[src/rtl/pong_pkg.sv]
// -----------------------------------------------------------------------------
// pong_pkg
// Shared definitions for the pong game-rule logic: FSM state encoding, winner
// codes, life/counter widths and a saturating decrement helper.
// No ports (package).
// -----------------------------------------------------------------------------
package pong_pkg;

  localparam int LIVES_W = 2;
  localparam int CNT_W   = 8;

  typedef enum logic [1:0] {
    ST_IDLE     = 2'd0,
    ST_SERVE    = 2'd1,
    ST_PLAY     = 2'd2,
    ST_GAMEOVER = 2'd3
  } state_t;

  typedef enum logic [1:0] {
    WIN_NONE = 2'b00,
    WIN_P1   = 2'b01,
    WIN_P2   = 2'b10,
    WIN_DRAW = 2'b11
  } winner_t;

  // Decrement that sticks at zero, so a miss on an already-empty count
  // (only reachable from a corrupted state) cannot wrap to full lives.
  function automatic logic [LIVES_W-1:0] sat_dec(input logic [LIVES_W-1:0] v);
    return (v == '0) ? '0 : v - LIVES_W'(1);
  endfunction

endpackage

[src/rtl/frame_counter.sv]
// -----------------------------------------------------------------------------
// frame_counter
// 8-bit frame_tick counter with synchronous clear and a terminal-count compare.
// Shared by the serve delay and the optional game-over timeout.
// Ports:
//   clk, rst_n : clock, asynchronous active-low reset
//   clr        : synchronous clear (wins over tick)
//   tick       : count enable, one pulse per video frame
//   tc         : terminal count (number of ticks to wait minus one)
//   hit        : tick arriving while the count equals tc
// -----------------------------------------------------------------------------
module frame_counter
  import pong_pkg::*;
(
  input  logic             clk,
  input  logic             rst_n,
  input  logic             clr,
  input  logic             tick,
  input  logic [CNT_W-1:0] tc,
  output logic             hit
);

  logic [CNT_W-1:0] count_q, count_d;

  always_comb begin
    count_d = count_q;
    if (clr)       count_d = '0;
    else if (tick) count_d = count_q + CNT_W'(1);
  end

  // NOTE: sequential state is written with non-blocking assignments only, so
  // every flop samples the pre-edge values regardless of block ordering.
  always_ff @(posedge clk or negedge rst_n) begin
    if (!rst_n) count_q <= '0;
    else        count_q <= count_d;
  end

  // hit deliberately ignores clr: the owner's next-state logic consumes hit
  // and also produces clr, so gating here would close a combinational loop.
  assign hit = tick && (count_q == tc);

endmodule

[src/rtl/lives_tracker.sv]
// -----------------------------------------------------------------------------
// lives_tracker
// Game-rule stage feeding the heart display. Turns ball-miss levels into
// per-player life counts and sequences serve delay / game over.
// Optional feature macro: LIVES_AUTO_RESTART_EN -- when defined, GAME_OVER
// returns to IDLE by itself after GO_FRAMES frame ticks.
// Ports:
//   clk, rst_n    : pixel clock, asynchronous active-low reset
//   frame_tick    : one-cycle pulse per video frame
//   start         : debounced start button (level, rising edge used)
//   miss1, miss2  : high while the ball is past player-1 / player-2 edge
//   lives1,lives2 : remaining lives (0..3) to the heart renderer
//   ball_reset    : hold the ball at centre
//   play_active   : high only in PLAY
//   game_over     : high only in GAME_OVER
//   winner        : 00 none, 01 P1, 10 P2, 11 draw (valid with game_over)
// -----------------------------------------------------------------------------
module lives_tracker
  import pong_pkg::*;
#(
  parameter int INIT_LIVES   = 3,
  parameter int SERVE_FRAMES = 60,
  parameter int GO_FRAMES    = 180
) (
  input  logic               clk,
  input  logic               rst_n,
  input  logic               frame_tick,
  input  logic               start,
  input  logic               miss1,
  input  logic               miss2,
  output logic [LIVES_W-1:0] lives1,
  output logic [LIVES_W-1:0] lives2,
  output logic               ball_reset,
  output logic               play_active,
  output logic               game_over,
  output logic [1:0]         winner
);

  localparam logic [LIVES_W-1:0] INIT_L   = LIVES_W'(INIT_LIVES);
  localparam logic [CNT_W-1:0]   SERVE_TC = CNT_W'(SERVE_FRAMES - 1);
  localparam logic [CNT_W-1:0]   GO_TC    = CNT_W'(GO_FRAMES - 1);

  state_t              state_q, state_d;
  logic [LIVES_W-1:0]  lives1_q, lives1_d;
  logic [LIVES_W-1:0]  lives2_q, lives2_d;
  winner_t             winner_q, winner_d;
  logic                ball_reset_q, ball_reset_d;
  logic                play_active_q, play_active_d;
  logic                game_over_q, game_over_d;
  logic                start_prev_q, miss1_prev_q, miss2_prev_q;

  logic                start_rise, miss1_ev, miss2_ev;
  logic [LIVES_W-1:0]  nl1, nl2;
  logic                cnt_run, cnt_clr, cnt_hit;
  logic [CNT_W-1:0]    cnt_tc;

  assign start_rise = start & ~start_prev_q;
  assign miss1_ev   = miss1 & ~miss1_prev_q;
  assign miss2_ev   = miss2 & ~miss2_prev_q;

  // Lives after this cycle's miss events; only applied in PLAY.
  assign nl1 = miss1_ev ? sat_dec(lives1_q) : lives1_q;
  assign nl2 = miss2_ev ? sat_dec(lives2_q) : lives2_q;

  // Counter runs only in tick-counting states and restarts from zero on every
  // state change, so a tick coincident with a transition is never carried in.
`ifdef LIVES_AUTO_RESTART_EN
  assign cnt_run = (state_q == ST_SERVE) || (state_q == ST_GAMEOVER);
`else
  assign cnt_run = (state_q == ST_SERVE);
`endif
  assign cnt_clr = !cnt_run || (state_d != state_q);
  assign cnt_tc  = (state_q == ST_GAMEOVER) ? GO_TC : SERVE_TC;

  frame_counter u_frame_counter (
    .clk   (clk),
    .rst_n (rst_n),
    .clr   (cnt_clr),
    .tick  (frame_tick),
    .tc    (cnt_tc),
    .hit   (cnt_hit)
  );

  always_comb begin
    // NOTE: every signal gets a default before the case so no path leaves it
    // unassigned; that is what keeps this block free of inferred latches.
    state_d  = state_q;
    lives1_d = lives1_q;
    lives2_d = lives2_q;
    winner_d = winner_q;

    case (state_q)
      ST_IDLE: begin
        if (start_rise) begin
          lives1_d = INIT_L;
          lives2_d = INIT_L;
          winner_d = WIN_NONE;
          state_d  = ST_SERVE;
        end
      end

      ST_SERVE: begin
        if (cnt_hit) state_d = ST_PLAY;
      end

      ST_PLAY: begin
        if (miss1_ev || miss2_ev) begin
          lives1_d = nl1;
          lives2_d = nl2;
          if (nl1 == '0 || nl2 == '0) begin
            state_d = ST_GAMEOVER;
            if (nl1 == '0 && nl2 == '0) winner_d = WIN_DRAW;
            else if (nl1 == '0)         winner_d = WIN_P2;
            else                        winner_d = WIN_P1;
          end else begin
            state_d = ST_SERVE;
          end
        end
      end

      ST_GAMEOVER: begin
        if (start_rise) begin
          lives1_d = INIT_L;
          lives2_d = INIT_L;
          winner_d = WIN_NONE;
          state_d  = ST_SERVE;
        end
`ifdef LIVES_AUTO_RESTART_EN
        else if (cnt_hit) begin
          lives1_d = INIT_L;
          lives2_d = INIT_L;
          winner_d = WIN_NONE;
          state_d  = ST_IDLE;
        end
`endif
      end
    endcase
  end

  // Outputs are decoded from the next state so they change on the same edge
  // as the state register.
  always_comb begin
    ball_reset_d  = (state_d != ST_PLAY);
    play_active_d = (state_d == ST_PLAY);
    game_over_d   = (state_d == ST_GAMEOVER);
  end

  always_ff @(posedge clk or negedge rst_n) begin
    if (!rst_n) begin
      state_q       <= ST_IDLE;
      lives1_q      <= INIT_L;
      lives2_q      <= INIT_L;
      winner_q      <= WIN_NONE;
      ball_reset_q  <= 1'b1;
      play_active_q <= 1'b0;
      game_over_q   <= 1'b0;
      start_prev_q  <= 1'b0;
      miss1_prev_q  <= 1'b0;
      miss2_prev_q  <= 1'b0;
    end else begin
      state_q       <= state_d;
      lives1_q      <= lives1_d;
      lives2_q      <= lives2_d;
      winner_q      <= winner_d;
      ball_reset_q  <= ball_reset_d;
      play_active_q <= play_active_d;
      game_over_q   <= game_over_d;
      start_prev_q  <= start;
      miss1_prev_q  <= miss1;
      miss2_prev_q  <= miss2;
    end
  end

  assign lives1      = lives1_q;
  assign lives2      = lives2_q;
  assign ball_reset  = ball_reset_q;
  assign play_active = play_active_q;
  assign game_over   = game_over_q;
  assign winner      = winner_q;

endmodule

[config.mk]
export PLATFORM = sky130hd
export DESIGN_NAME = lives_tracker
export DESIGN_NICKNAME = d
export VERILOG_FILES = /design/src/rtl/pong_pkg.sv /design/src/rtl/frame_counter.sv /design/src/rtl/lives_tracker.sv
export SDC_FILE = /design/constraint.sdc
export NUM_CORES = 1
export LEC_CHECK = 0
export CAP_MARGIN = 20
export CORE_ASPECT_RATIO = 0.6
export CORE_MARGIN = 2
export CORE_UTILIZATION = 50
export DETAILED_ROUTE_END_ITERATION = 6
export GPL_ROUTABILITY_DRIVEN = 0
export HOLD_SLACK_MARGIN = 0.02
export PLACE_DENSITY = 0.74
export SLEW_MARGIN = 10
export SYNTH_ARGS = -nofsm -noshare
export SYNTH_HDL_FRONTEND = slang
export SYNTH_SLANG_ARGS = --single-unit
export TNS_END_PERCENT = 30
[constraint.sdc]
create_clock -name clk -period 2.4 [get_ports clk]
set_input_delay 0.24 -clock clk [delete_from_list [all_inputs] [get_ports clk]]
set_output_delay 0.24 -clock clk [all_outputs]
set_load 0.03 [all_outputs]
# Yosys cells after proc, flatten, opt, wreduce, memory -nomap -nowiden
# Index checks and enable logic that the tools add are counted.
# word_totals
n_memories,0
output_inout_bits,9
regBits,22
wordCells,70
input_bits,6
ram_bits,0
latch_bits,0
rom_bits,0
# classes
div,0
add_sub_neg,3
n_shift,0
multipliers,0
reduce_logical,16
n_eq_ne,11
order_cmp,0
n_mux,23
n_bitwise,6
# ops
cell,n
$mux W2,16
$mux W8,3
$pmux W2 S2,3
$logic_not A2 Y1,5
$add A8 B1 Y8 const B,1
$eq A2 B2 Y1 const B,4
$eq A8 B8 Y1,1
$ne A2 B2 Y1 const B,3
$pmux W2 S3,1
$reduce_and A4 Y1,1
$reduce_bool A2 Y1,2
$sub A2 B1 Y2 const B,2
$and A1 B1 Y1,3
$logic_or A1 B1 Y1,3
$not A1 Y1,3
$reduce_and A3 Y1,1
$eq A2 B1 Y1 const B,1
$logic_and A1 B1 Y1,2
$ne A2 B1 Y1 const B,1
$ne A2 B2 Y1,1
$reduce_or A2 Y1,1
$logic_not A1 Y1,1

# Longest topological paths before layout
# depth
ltp_word,11
mapped_depth,6
ltp_nobuf,6

# Cells and area by module
# A second synthesis with hierarchy kept.
# hier_totals
cells_unflattened,125
area_unflattened_um2,1218.7
# modules_own_cells
module,seq_area_each_um2,area_per_inst_um2,instances,cells_per_inst
lives_tracker,356.6,742.0,1,76
frame_counter,200.2,476.7,1,49

# Worst setup path after synthesis
# No wires, ideal clock.
# synth_timing
path_kind,register -> register
startpoint,reg state_q[0]
endpoint,reg winner_q[1] (netlist: winner[1])
stages_incl_launch_ff,6
arrival_ns,1.611
setup_ns,0.121
synth_period_minus_slack_ns,1.732
t_required_ns,2.279
setup_slack_ns,0.668
n_path_buf,0
cell_sequence,dfrtp_1 inv_1 ha_1 a221o_1 a21o_1 a22o_1
# synth_between
elab_chain_len,4
elab_cells_between_ends,10
classes_between,eq/ne: 5; mux: 1; reduce/logical: 4
# synth_rtl
item,line_no,text
"start, declared",lives_tracker.sv:43,"state_t state_q, state_d;"
"start signal, assigned",lives_tracker.sv:161,state_q <= state_d;
$eq A2 B2 Y1 or $logic_not A2 Y1 (tied branches),lives_tracker.sv:92,case (state_q)
$reduce_or A2 Y1 (no source line),n/a,
$ne A2 B1 Y1 (no source line) or $reduce_bool A2 Y1 (tied branches),n/a,
$reduce_and A4 Y1 (no source line),n/a,
"end signal, assigned",lives_tracker.sv:164,winner_q <= winner_d;
"end, declared",lives_tracker.sv:46,"winner_t winner_q, winner_d;"
# Parallel ways exist; a longest one is shown, timed or not.
# A chain may end at the register's enable or synchronous reset.

# Final worst setup path
# layout_timing
startpoint,reg state_q[0]
endpoint,reg u_frame_counter.count_q[3]
# layout_between
elab_chain_len,9
elab_cells_between_ends,17
classes_between,eq/ne: 5; mux: 6; reduce/logical: 6
# layout_rtl
item,line_no,text
$eq A2 B2 Y1,"lives_tracker.sv:73, lives_tracker.sv:92",
$mux W8,lives_tracker.sv:73,assign cnt_tc = (state_q == ST_GAMEOVER) ? GO_TC : SERVE_TC;
$eq A8 B8 Y1,frame_counter.sv:40,assign hit = tick && (count_q == tc);
$logic_and A1 B1 Y1,frame_counter.sv:40,
$mux W2,lives_tracker.sv:103,if (cnt_hit) state_d = ST_PLAY;
$pmux W2 S3,lives_tracker.sv:92,
$ne A2 B2 Y1,lives_tracker.sv:72,assign cnt_clr = !cnt_run || (state_d != state_q);
$logic_or A1 B1 Y1 *,lives_tracker.sv:72,
$mux W8 or $reduce_bool A2 Y1 (tied branches),n/a,
"end signal, assigned",frame_counter.sv:35,else count_q <= count_d;
"end, declared",frame_counter.sv:23,"logic [CNT_W-1:0] count_q, count_d;"
# Every way passes the cells marked *; elsewhere a longest branch is shown, timed or not.

==> summary.md <==
| Metric | Value |
|---|---|
| LEAKAGE | `0.558 nW` |
| Min-Delay Path Class | `input pin to asynchronous set/reset pin` |
| Critical-path cell list | `ha_1 -> nor3b_1 -> o211ai_1 -> o21ai_1 -> nor2_1` |
| Layout cell share with drive strength beyond 1 | `12.4%` |
| GRT Util Overall | `18.5%` |
| Final wirelength | `2060 µm` |
| Clock latency on the worst-skew pair | `0.31 ns` |
| Clock Path Buffers | `2` |
| Run status | `complete, no violations` |
| Vias in the first global route | `671` |
| Final Slew Violations | `0` |
| Min cycle time layout | `1.92 ns` |
| DP Wirelength | `1540 µm` |
| # DRC | `0` |
| Synth unique cells | `34` |
| Crit path max-delay family | `compound AO/OA/AOI/OAI gates` |
| Worst EP required | `2.59 ns` |
| Register area | `557 µm²` |
| Total power | `1.12 mW` |
| First-pass GRT wire length | `3250 µm` |
| Post-synth top area share | `39.1%` |
| Max cap viols | `0` |
| Period Utilization, post-route | `79.9%` |
| CP max stage delay | `0.53 ns` |
| PostCTS Resize Cnt | `0` |
| Gr ovfl total | `0` |
| FF+latch count, synth | `22` |
| Hold buffer count at CTS | `0` |
| Avg WL per Cell | `13.6 µm` |
| Synthesized area | `1090 µm²` |
| WP buf/inv | `0` |
| PwrDens | `856 nW/µm²` |
| Core ar. | `2110 µm²` |
| Inst Count DP | `147` |
| Multi-input gate area | `512 µm²` |
| Mean Syn Cell Area | `10.6 µm²` |
| Final setup TNS | `0 ns` |
| # H-tree levels | `1` |
| Endpoints failing setup | `0` |
| Critical path class | `flip-flop to flip-flop` |
| CP Launch Type | `flip-flop` |
| Post-Syn Nets | `113` |
| Die Ht | `40.1 µm` |
| R2r setup slk | `0.48 ns` |
| Slew @ Worst Pin | `0.622 ns` |
| Ant. Diodes | `0` |
| First drt pass iteration count | `4` |
| Mean number of vias per cell | `5.46` |
| CP Capture Type | `flip-flop` |
| Post-Synthesis Cells | `103` |
| Top cells by area, synth | `dfrtp_1, dfstp_2, ha_1, nor2_1, xnor2_1` |
| Cell taking the most area after synthesis | `dfrtp_1` |
| Fmax | `0.521 GHz` |
| Worst slew margin | `58.3%` |
| Fill count | `174` |
| CTS Buf Count | `3` |
| RSZ-0062 raised after global routing | `no` |
| Port buffer count | `14` |
| Post-layout net count | `132` |
| Worst EP arrival | `2.10 ns` |
| YS warnings | `0` |
| Placement Rows | `13` |
| Post-CTS Repair Setup Buffers | `0` |
| Clk_skew | `0.00264 ns` |
| Vias | `824` |
| Crit path max fanout | `8` |
| Worst VDD drop | `0.000389 V` |
| Starting Density | `51.4%` |
| Clock Root Buffer | `clkbuf_4` |
| DRT antenna net count | `0` |
| Placed cell areas | `1270 µm²` |
| Die Width | `64.2 µm` |
| Final Non-Filler Cells | `151` |
| Fin Hold WS | `0.247 ns` |
| Number of I/O pins | `15` |
| CTS tree | `built` |
| # clock sinks | `22` |
| Pin count of the biggest net entering global routing | `23` |
| Clk slew on worst S/H paths | `0.12 ns` |
| Antenna violations before repair | `0` |
| Synthesis-to-finish area growth | `20.0%` |
| Die ar. | `2580 µm²` |
| Fin. Hold Viols | `0` |
| Iteration-0 DRC Markers | `47` |
| Final Cell Area | `1310 µm²` |
| Critical path's slowest cell | `o21ai_1` |
| Sequential-to-total area share from yosys stat | `51.2%` |
-- area by class of cell --
type	instances	area share, %
sequential	22	42.7
multi-input combinational	76	39.2
timing repair buffer	15	11.3
tap	30	2.88
clock buffer	4	2.78
inverter	4	1.15
-- synth_stat cells --
library cell / n
a21o_1: 2
a21oi_1: 6
a221o_1: 1
a221oi_1: 2
a22o_1: 2
a22oi_1: 1
a22oi_2: 1
and2_1: 3
and2_4: 1
and3_1: 1
and3b_1: 1
and4bb_2: 1
clkbuf_1: 1
dfrtp_1: 17
dfstp_2: 5
ha_1: 4
inv_1: 4
mux2i_1: 1
nand2_1: 7
nand2b_1: 1
nand2b_4: 2
nand3_1: 3
nand4_1: 1
nor2_1: 13
nor3b_1: 1
o2111ai_1: 2
o211ai_1: 2
o21ai_0: 6
o21ai_1: 1
o21bai_1: 1
o31ai_1: 2
or3_1: 1
xnor2_1: 4
xor2_1: 2
-- per-layer routing --
metal  up-vias  global-route usage [%]  part of all wire [%]
li1        408                       -                     -
met1       391                    25.6                    52
met2        21                    25.3                    41
met3         4                    6.74                   4.6
met4         0                    10.6                   2.1
met5         -                       0                     0
-- registers in the layout, summed over array words and instances, names as in the netlist --
signal                   count
ball_reset                   1
game_over                    1
lives1                       2
lives2                       2
miss1_prev_q                 1
miss2_prev_q                 1
play_active                  1
start_prev_q                 1
state_q                      2
u_frame_counter.count_q      8
winner                       2
-- power by group --
part	internal, mW	switching [mW]
Sequential	0.444	0.0601
Combinational	0.160	0.248
Clock	0.0928	0.112
Total	0.697	0.420
-- cells in the final DEF (no fill, tap or decap), drive strengths merged, types with 4 or more instances in the layout --
cell type,instances
dfrtp,17
clkdlybuf4s50,14
nor2,13
nand2,7
o21ai,7
a21oi,6
dfstp,5
inv,4
xnor2,4
ha,4
and2,4
clkbuf,4
-- logic make-up (layout without fill, tap and decap cells) --
kind of cell,Yosys count,in the layout,synth area share [%]
AOI/OAI and AO/OA,29,29,18.4
xor gates and xnor gates,6,6,4.83
adders and majority gates,4,4,4.60
buffers and inverters,5,23,1.73
DFF,22,22,51.2
muxes,1,1,0.921
and+or+nand+nor,36,36,18.3
-- worst paths after layout --
check / from / endpoint / cells after the start
hold / removal: rst_n / u_frame_counter.count_q[1] / 2
setup / recovery: state_q[0] / u_frame_counter.count_q[3] / 5
min in group clk: start / start_prev_q / 1
max in group asynchronous: rst_n / lives2[0] / 2
setup reg to reg: state_q[0] / u_frame_counter.count_q[3] / 5
hold reg to reg: lives2[1] / lives2[1] / 2
-- worst reg2reg max path, stage by stage (launching register included) --
cell      delay (ns)
dfrtp_1         0.46
ha_1            0.24
nor3b_1         0.28
o211ai_1        0.16
o21ai_1         0.53
nor2_1          0.12
-- through the flow --
step,setup WS (ns),utilization [%]
after floorplan,0.668,-
after global placement,0.439,60.0
after global routing,0.358,61.7
final,0.482,61.7
after detailed placement,0.407,60.0
after CTS,0.492,61.7
Note: power is estimated with default switching activity, not from simulation.
